File: src/rtl/cond_sink_mc_pkg.sv
`default_nettype none
// ============================================================================
// Module      : cond_pkg
// Description : Shared helpers for the multi-channel conditional sink:
//               select-width sizing, discard select code, one-hot decode.
// Revision    : 1.0 - initial release
// ============================================================================
package cond_pkg;

  // Width of a select able to encode K channels plus the discard code.
  function automatic int unsigned sel_w(input int unsigned k);
    return $clog2(k + 1);
  endfunction

  // Select value that means "discard" for a K-channel sink.
  function automatic int unsigned SEL_DISCARD(input int unsigned k);
    return k;
  endfunction

  // One bit of a one-hot decode: true when bit position idx is the selected one.
  function automatic logic onehot(input int unsigned sel, input int unsigned idx);
    return sel == idx;
  endfunction

endpackage
`default_nettype wire

File: src/rtl/cond_sink_mc_if.sv
`default_nettype none
// ============================================================================
// Module      : cond_sink_mc_if
// Description : Data, control and output-channel handshakes of the
//               multi-channel conditional sink. master = environment side,
//               slave = sink side.
// Revision    : 1.0 - initial release
// ============================================================================
interface cond_sink_mc_if #(
  parameter int N = 32,
  parameter int K = 2
);
  import cond_pkg::*;

  localparam int SW = sel_w(K);

  logic          r_i;
  logic          a_i;
  logic [N-1:0]  d_i;
  logic          r_c;
  logic          a_c;
  logic [SW-1:0] ctl;
  logic [K-1:0]  r_o;
  logic [K-1:0]  a_o;
  logic [N-1:0]  d_o;

  modport master (
    output r_i, d_i, r_c, ctl, a_o,
    input  a_i, a_c, r_o, d_o
  );

  modport slave (
    input  r_i, d_i, r_c, ctl, a_o,
    output a_i, a_c, r_o, d_o
  );

endinterface
`default_nettype wire

File: src/rtl/cond_sink_mc_ctl_fifo.sv
`default_nettype none
// ============================================================================
// Module      : ctl_fifo
// Description : Synchronous control-token FIFO, first-word-fall-through head,
//               pointers one bit wider than the index for full/empty.
// Revision    : 1.0 - initial release
// ============================================================================
module ctl_fifo #(
  parameter int W = 2,
  parameter int D = 4
) (
  input  wire logic         clk,
  input  wire logic         rst,
  input  wire logic         i_push,
  input  wire logic [W-1:0] i_push_data,
  input  wire logic         i_pop,
  output logic      [W-1:0] o_head,
  output logic              o_nonempty,
  output logic              o_full
);

  localparam int AW = $clog2(D);

  logic [W-1:0] r_mem [D];
  logic [AW:0]  r_wptr;
  logic [AW:0]  r_rptr;
  logic         w_do_push;
  logic         w_do_pop;

  assign o_nonempty = (r_wptr != r_rptr);
  assign o_full     = (r_wptr[AW] != r_rptr[AW]) && (r_wptr[AW-1:0] == r_rptr[AW-1:0]);
  assign o_head     = r_mem[r_rptr[AW-1:0]];
  assign w_do_push  = i_push & ~o_full;
  assign w_do_pop   = i_pop & o_nonempty;

  // Storage array; contents are don't-care until written, so no reset.
  always_ff @(posedge clk) begin
    if (w_do_push) begin
      r_mem[r_wptr[AW-1:0]] <= i_push_data;
    end
  end

  // Read/write pointers.
  always_ff @(posedge clk) begin
    if (rst) begin
      r_wptr <= '0;
      r_rptr <= '0;
    end else begin
      if (w_do_push) r_wptr <= r_wptr + 1'b1;
      if (w_do_pop)  r_rptr <= r_rptr + 1'b1;
    end
  end

endmodule
`default_nettype wire

File: src/rtl/cond_sink_mc.sv
`default_nettype none
// ============================================================================
// Module      : cond_sink_mc
// Description : Joins a data token with a buffered control token and either
//               routes the data to one of K output channels through a single
//               output register or discards it. Optional drop counter is
//               built when COND_SINK_DROP_CNT_EN is defined; otherwise
//               drop_cnt is tied to zero.
// Revision    : 1.0 - initial release
// ============================================================================
module cond_sink_mc #(
  parameter int N  = 32,
  parameter int K  = 2,
  parameter int D  = 4,
  parameter int CW = 16
) (
  input  wire logic    clk,
  input  wire logic    rst,
  cond_sink_mc_if.slave bus,
  output logic [CW-1:0] drop_cnt,
  output logic          err
);
  import cond_pkg::*;

  localparam int            SW            = sel_w(K);
  localparam logic [SW-1:0] c_sel_discard = SW'(SEL_DISCARD(K));

  logic [SW-1:0] w_head;
  logic          w_nonempty;
  logic          w_full;
  logic          w_push;
  logic          w_xfer;
  logic          w_discard;
  logic          w_illegal;
  logic          w_drain;
  logic          w_stage_free;
  logic [K-1:0]  w_r_o;

  logic          r_ov;
  logic [SW-1:0] r_osel;
  logic [N-1:0]  r_d_o;
  logic          r_err;

  ctl_fifo #(
    .W (SW),
    .D (D)
  ) u_ctl_fifo (
    .clk         (clk),
    .rst         (rst),
    .i_push      (w_push),
    .i_push_data (bus.ctl),
    .i_pop       (w_xfer),
    .o_head      (w_head),
    .o_nonempty  (w_nonempty),
    .o_full      (w_full)
  );

  for (genvar k = 0; k < K; k++) begin : g_onehot
    assign w_r_o[k] = r_ov & onehot(32'(r_osel), k);
  end

  // Join: data is taken only when control is present and either it will be
  // discarded or the output register is free (possibly draining this cycle).
  assign bus.a_c    = ~w_full;
  assign w_push     = bus.r_c & ~w_full;
  assign w_discard  = (w_head >= c_sel_discard);
  assign w_illegal  = (w_head >  c_sel_discard);
  assign w_drain    = |(w_r_o & bus.a_o);
  assign w_stage_free = ~r_ov | w_drain;
  assign bus.a_i    = w_nonempty & bus.r_i & (w_discard | w_stage_free);
  assign w_xfer     = bus.r_i & bus.a_i;
  assign bus.r_o    = w_r_o;
  assign bus.d_o    = r_d_o;
  assign err        = r_err;

  // Output register: load on a routed transfer, empty on drain without reload.
  always_ff @(posedge clk) begin
    if (rst) begin
      r_ov   <= 1'b0;
      r_osel <= '0;
      r_d_o  <= '0;
    end else if (w_xfer && !w_discard) begin
      r_ov   <= 1'b1;
      r_osel <= w_head;
      r_d_o  <= bus.d_i;
    end else if (w_drain) begin
      r_ov   <= 1'b0;
    end
  end

  // Sticky flag for discards carrying a select beyond the discard code.
  always_ff @(posedge clk) begin
    if (rst) begin
      r_err <= 1'b0;
    end else if (w_xfer && w_illegal) begin
      r_err <= 1'b1;
    end
  end

`ifdef COND_SINK_DROP_CNT_EN
  logic [CW-1:0] r_drop_cnt;

  // Saturating count of discarded tokens.
  always_ff @(posedge clk) begin
    if (rst) begin
      r_drop_cnt <= '0;
    end else if (w_xfer && w_discard && (r_drop_cnt != {CW{1'b1}})) begin
      r_drop_cnt <= r_drop_cnt + CW'(1);
    end
  end

  assign drop_cnt = r_drop_cnt;
`else
  assign drop_cnt = '0;
`endif

endmodule
`default_nettype wire

File: src/flat_wrapper.sv
// flat-port wrapper written by rule: the top's interface ports become plain ports
module cond_sink_mc_flat import cond_pkg::*;
#(
  parameter int N  = 32,
  parameter int K  = 2,
  parameter int D  = 4,
  parameter int CW = 16
)
  (clk, rst, drop_cnt, err, bus_r_i, bus_d_i, bus_r_c, bus_ctl, bus_a_o, bus_a_i, bus_a_c, bus_r_o, bus_d_o);
  cond_sink_mc_if #(.N(N), .K(K)) bus_i ();
  input  wire logic clk;
  input  wire logic rst;
  output logic [CW-1:0] drop_cnt;
  output logic err;
  input wire logic [$bits(bus_i.r_i)-1:0] bus_r_i;
  input wire logic [$bits(bus_i.d_i)-1:0] bus_d_i;
  input wire logic [$bits(bus_i.r_c)-1:0] bus_r_c;
  input wire logic [$bits(bus_i.ctl)-1:0] bus_ctl;
  input wire logic [$bits(bus_i.a_o)-1:0] bus_a_o;
  output wire logic [$bits(bus_i.a_i)-1:0] bus_a_i;
  output wire logic [$bits(bus_i.a_c)-1:0] bus_a_c;
  output wire logic [$bits(bus_i.r_o)-1:0] bus_r_o;
  output wire logic [$bits(bus_i.d_o)-1:0] bus_d_o;
  assign bus_i.r_i = bus_r_i;
  assign bus_i.d_i = bus_d_i;
  assign bus_i.r_c = bus_r_c;
  assign bus_i.ctl = bus_ctl;
  assign bus_i.a_o = bus_a_o;
  assign bus_a_i = bus_i.a_i;
  assign bus_a_c = bus_i.a_c;
  assign bus_r_o = bus_i.r_o;
  assign bus_d_o = bus_i.d_o;
  cond_sink_mc #(.N(N), .K(K), .D(D), .CW(CW)) u_core (.clk(clk), .rst(rst), .bus(bus_i), .drop_cnt(drop_cnt), .err(err));
endmodule
File: config.mk
export PLATFORM = sky130hd
export DESIGN_NAME = cond_sink_mc_flat
export DESIGN_NICKNAME = d
export VERILOG_FILES = /design/src/rtl/cond_sink_mc_pkg.sv /design/src/rtl/cond_sink_mc_if.sv /design/src/rtl/cond_sink_mc_ctl_fifo.sv /design/src/rtl/cond_sink_mc.sv /design/src/flat_wrapper.sv
export SDC_FILE = /design/constraint.sdc
export NUM_CORES = 1
export LEC_CHECK = 0
export CAP_MARGIN = 20
export CORE_UTILIZATION = 35
export DETAILED_ROUTE_END_ITERATION = 12
export PLACE_DENSITY = 0.65
export SYNTH_ARGS = -nofsm -noshare
export SYNTH_HDL_FRONTEND = slang
export SYNTH_SLANG_ARGS = --single-unit
File: constraint.sdc
create_clock -name clk -period 1.91 [get_ports clk]
set_input_delay 0.4775 -clock clk [delete_from_list [all_inputs] [get_ports clk]]
set_output_delay 0.4775 -clock clk [all_outputs]
set_load 0.005 [all_outputs]
# Word-level counts from Yosys, hierarchy flattened
# Memory sizes are Yosys's and may differ from the RTL's. A register that Yosys moved wholly into a read port is not among the register bits.
# Cells that the tools add are included.
# totals
n_memories,1
inputBits,40
out_inout_bits,53
mem_bits_rw,8
elab_cells,41
regBits,42
# op_classes
n_lt_le_gt_ge,2
n_bitwise,13
n_eq_ne,4
reduce_logical,7
muxes,6
addsub,2
# memory_table
name,words,word_bits,read_ports,rd_ports_with_merged_regs,wr,line,text
u_core.u_ctl_fifo.r_mem,4,2,1,1,1,cond_sink_mc_ctl_fifo.sv:24,logic [W-1:0] r_mem [D];
# ops
op,count
1-bit bitwise AND,8
3-bit by 1-bit adder with 3-bit output (second input constant),2
1-bit 2-to-1 mux,4
2-bit 2-to-1 mux,2
1-bit logical AND,3
3-bit != test,1
2-bit bitwise AND,1
2-bit by 1-bit == test with 1-bit output (second input constant),1
2-bit == test,1
2-bit >= comparator (second input constant),1
2-bit greater-than comparator (second input constant),1
2-bit logical NOT,1
1-bit inverter,2
1-bit bitwise OR,2
2-bit nonzero test,1
2-bit OR reduction,1
1-bit logical NOT,1
1-bit != test,1

# Logic depth before layout (Yosys ltp)
# logic_depth
depth_word,11
mapped_depth,6
depth_no_buf,4

# Cells and area by module
# A second synthesis with hierarchy kept.
# hier_totals
hier_cells,258
area_unflattened_um2,2675.1
# modules_own_cells
mod,n_inst,area_each_um2,cells_each
cond_sink_mc,1,1800.5,178
ctl_fifo,1,874.6,80

# Least setup slack after synthesis
# No wires, ideal clock.
# synth_timing
path_kind,register -> register
startpoint,reg with a tool-made name
endpoint,reg u_core.u_ctl_fifo.r_rptr[2]
n_path_buf,1
path_slack_ps,264
arrival_ps,1523
stages_incl_launch_ff,5
synth_period_minus_slack_ps,1646
setup_time_ps,123
path_cell_list,dfxtp_1 -> mux4_2 -> buf_6 -> o211ai_1 -> mux2_1
# synth_lines
element,line,text
to (signal assigned),cond_sink_mc_ctl_fifo.sv:50,if (w_do_pop) r_rptr <= r_rptr + 1'b1;
to (decl),cond_sink_mc_ctl_fifo.sv:26,logic [AW:0] r_rptr;

==> metrics.yaml <==
status: "finished with violations"
violations: "setup timing"
peakVddDrop_v: 0.0003580
num_vias: 2175
antennaDiodeCount: 0
power_density_nw_per_um2: 825.1
grt_start_max_net_pins: 37
drive_gt1_share_pct: 20.19
timing.final.ws_setup_ns: -0.05030
criticalPathCategory: "reg2out"
slew_violations: 0
seq_area_um2: 1130
hpwl_mm: 4.113
power.static_leakage_nw: 1.214
ys_seq_area_share_pct: 42.95
wl_mm: 6.390
io_buffer_count: 76
routed_via_density: 5.166
yosys_warnings: 0
die_w_um: 88.36
wire_per_inst_um: 15.18
grt_pass1_vias: 2092
syn-cell-area_um2: 2610
worst_pin_slew_ns: 0.5071
synth_edf_count: 8
synth_ff_type: "dfxtp_1"
antenna_found_initial: 0
ant_nets: 0
cp_data_arrival_time_ns: 1.48
timing.fmax_mhz: 510.1
cp-end-kind: "output pin"
cts.path.max_buffers: 2
ctsRootBufferMaster: "clkbuf_8"
cp_max_fo: 2
crit_required_ns: 1.43
routed-wl-met3_um: 393
grt_pass1_wl_mm: 9.853
htreeDepth: 2
die_area_um2: 7807
ys_ff_latch: 52
cts_buffers: 5
wl_met2_mm: 3.127
rsz0062_at_grt: "true"
drv_cap: 0
die_y_um: 88.36
skew_ns: 0.008358
period_minus_slack_ns: 1.960
overflow: 0
fin_tns_setup_ns: -0.05030
placed_area_um2: 3403
drc: 0
hold_viol_final: 0
place_congestion: 0.7667
firstDrtPassIters: 4
fin_util_pct: 48.89
num-nets-final: 366
dpl.cell_count: 412
cts_hold_buf: 0
start_util_pct: 36.18
syn_avg_cell_area_um2: 10.57
core_area_um2: 7214
relSlewSlack_pct: 66.19
rows: 31
clk_pin_slew_worst_paths_ns: 0.10
n_fill_cell: 703
multi_input_area_um2: 1245
async_reset_ff_share_pct: 0
clk_latency_ns: 0.31
gr-usage-all-layers_pct: 16.29
pre_cts_ws_ns: -0.5272
post-route-period-util_pct: 102.6
ys_types: 38
drt-met1-wl_mm: 2.814
syn2layout_area_growth_pct: 35.14
cts.sinks: 52
io_pins: 93
final_area_um2: 3527
drt_iter0_markers: 75
finalSetupViolCount: 1
start_kind: "flop"
tritoncts: "yes"
hold_path_class: "reg2reg"
postSynthCellCount: 247
top_layer: "met4"
layout.cells.non_filler: 421
## final timing paths
check / start / endpoint / slack, ns / cells past startpoint
setup / recovery: u_core.u_ctl_fifo.r_mem[0][1] / bus_a_i / -0.05 / 4
setup reg to reg: u_core.u_ctl_fifo.r_mem[0][1] / u_core.u_ctl_fifo.r_rptr[2] / 0.03 / 4
hold / removal: u_core.bus.d_o[14] / u_core.bus.d_o[14] / 0.47 / 2
hold reg to reg: u_core.bus.d_o[14] / u_core.bus.d_o[14] / 0.47 / 2
## flip-flops by register name, summed over array words and instances, names as in the netlist, named ones only
signal,flops
u_core.bus.d_o,32
u_core.u_ctl_fifo.r_mem,8
u_core.u_ctl_fifo.r_rptr,3
u_core.u_ctl_fifo.r_wptr,3
u_core.r_osel,2
u_core.err,1
u_core.r_ov,1
## timing repair
action / CTS / global route
gates cloned: 0 / 0
setup endpoints to repair: 5 / 3
buffers inserted: 1 / 0
pin swaps: 3 / 2
gates resized for setup: 21 / 1
## cell families (layout without fill, tap and decap cells)
family | count (synthesis) | count (layout) | share of synthesized area, %
mux | 8 | 8 | 4.170
xor+xnor | 5 | 5 | 2.253
compound gates | 77 | 77 | 23.63
fa+ha+maj | 5 | 5 | 2.397
other cells | 1 | 16 | 0.1437
buf+inv | 46 | 106 | 12.42
flops | 52 | 52 | 42.95
simple gates | 53 | 53 | 12.03
## worst max-delay path: stages, from the launching register on
cell and delay (ns):
edfxtp_1 0.37, mux4_2 0.55, clkinv_8 0.08, a21oi_4 0.05, buf_2 0.13
## metal layers
layer	track usage [%]	vias to the layer above
li1	-	1042
met1	19.75	1064
met2	28.95	64
met3	4.011	5
met4	3.959	0
met5	0	-
## synth_stat cells, drive strengths merged, types with 3 or more instances
| library cell | n | area share, % |
|---|---|---|
| edfxtp | 8 | 9.2 |
| nand4 | 33 | 7.9 |
| nand2b | 3 | 0.72 |
| dfxtp | 44 | 34 |
| nor2 | 7 | 1.0 |
| and2 | 4 | 0.96 |
| o31ai | 34 | 14 |
| clkbuf | 9 | 1.4 |
| ha | 5 | 2.4 |
| xor2 | 3 | 1.6 |
| mux2 | 3 | 1.3 |
| a21oi | 35 | 7.1 |
| buf | 33 | 9.9 |
| mux2i | 3 | 1.2 |
| inv | 3 | 0.43 |
## layout make-up
type	count	share of cell area, %
clock inverters	2	0.3902
flip-flops and latches	52	32.03
inverters	4	0.7804
well taps	99	3.512
clock buffers	6	2.341
multi-input cells	164	35.30
repair buffers	94	25.65
## power breakdown
part	internal, W	leakage, nW	switching (W)
combinational	0.000431	0.729	0.000529
clock	0.000297	0.0516	0.000367
sequential	0.00121	0.433	0.0000714
## placed cells by master, fill, tap and decap left out, types with 5 or more instances in the layout
cell type	instances
conb_1	16
o31ai_2	20
clkdlybuf4s50_1	69
dfxtp_1	39
a21oi_1	34
ha_1	5
nor2_1	7
clkbuf_8	6
nand4_1	33
edfxtp_1	8
o31ai_1	13
buf_4	15
## through the flow
step / hold WS [ns] / power (W)
after detailed placement: 0.4589 / 0.002252
after CTS: 0.4793 / 0.002937
after global routing: 0.4916 / 0.003069
after floorplan: 0.4605 / 0.001927
final: 0.4726 / 0.002910
after global placement: 0.4537 / 0.002233
(Power assumes the default switching activity.)
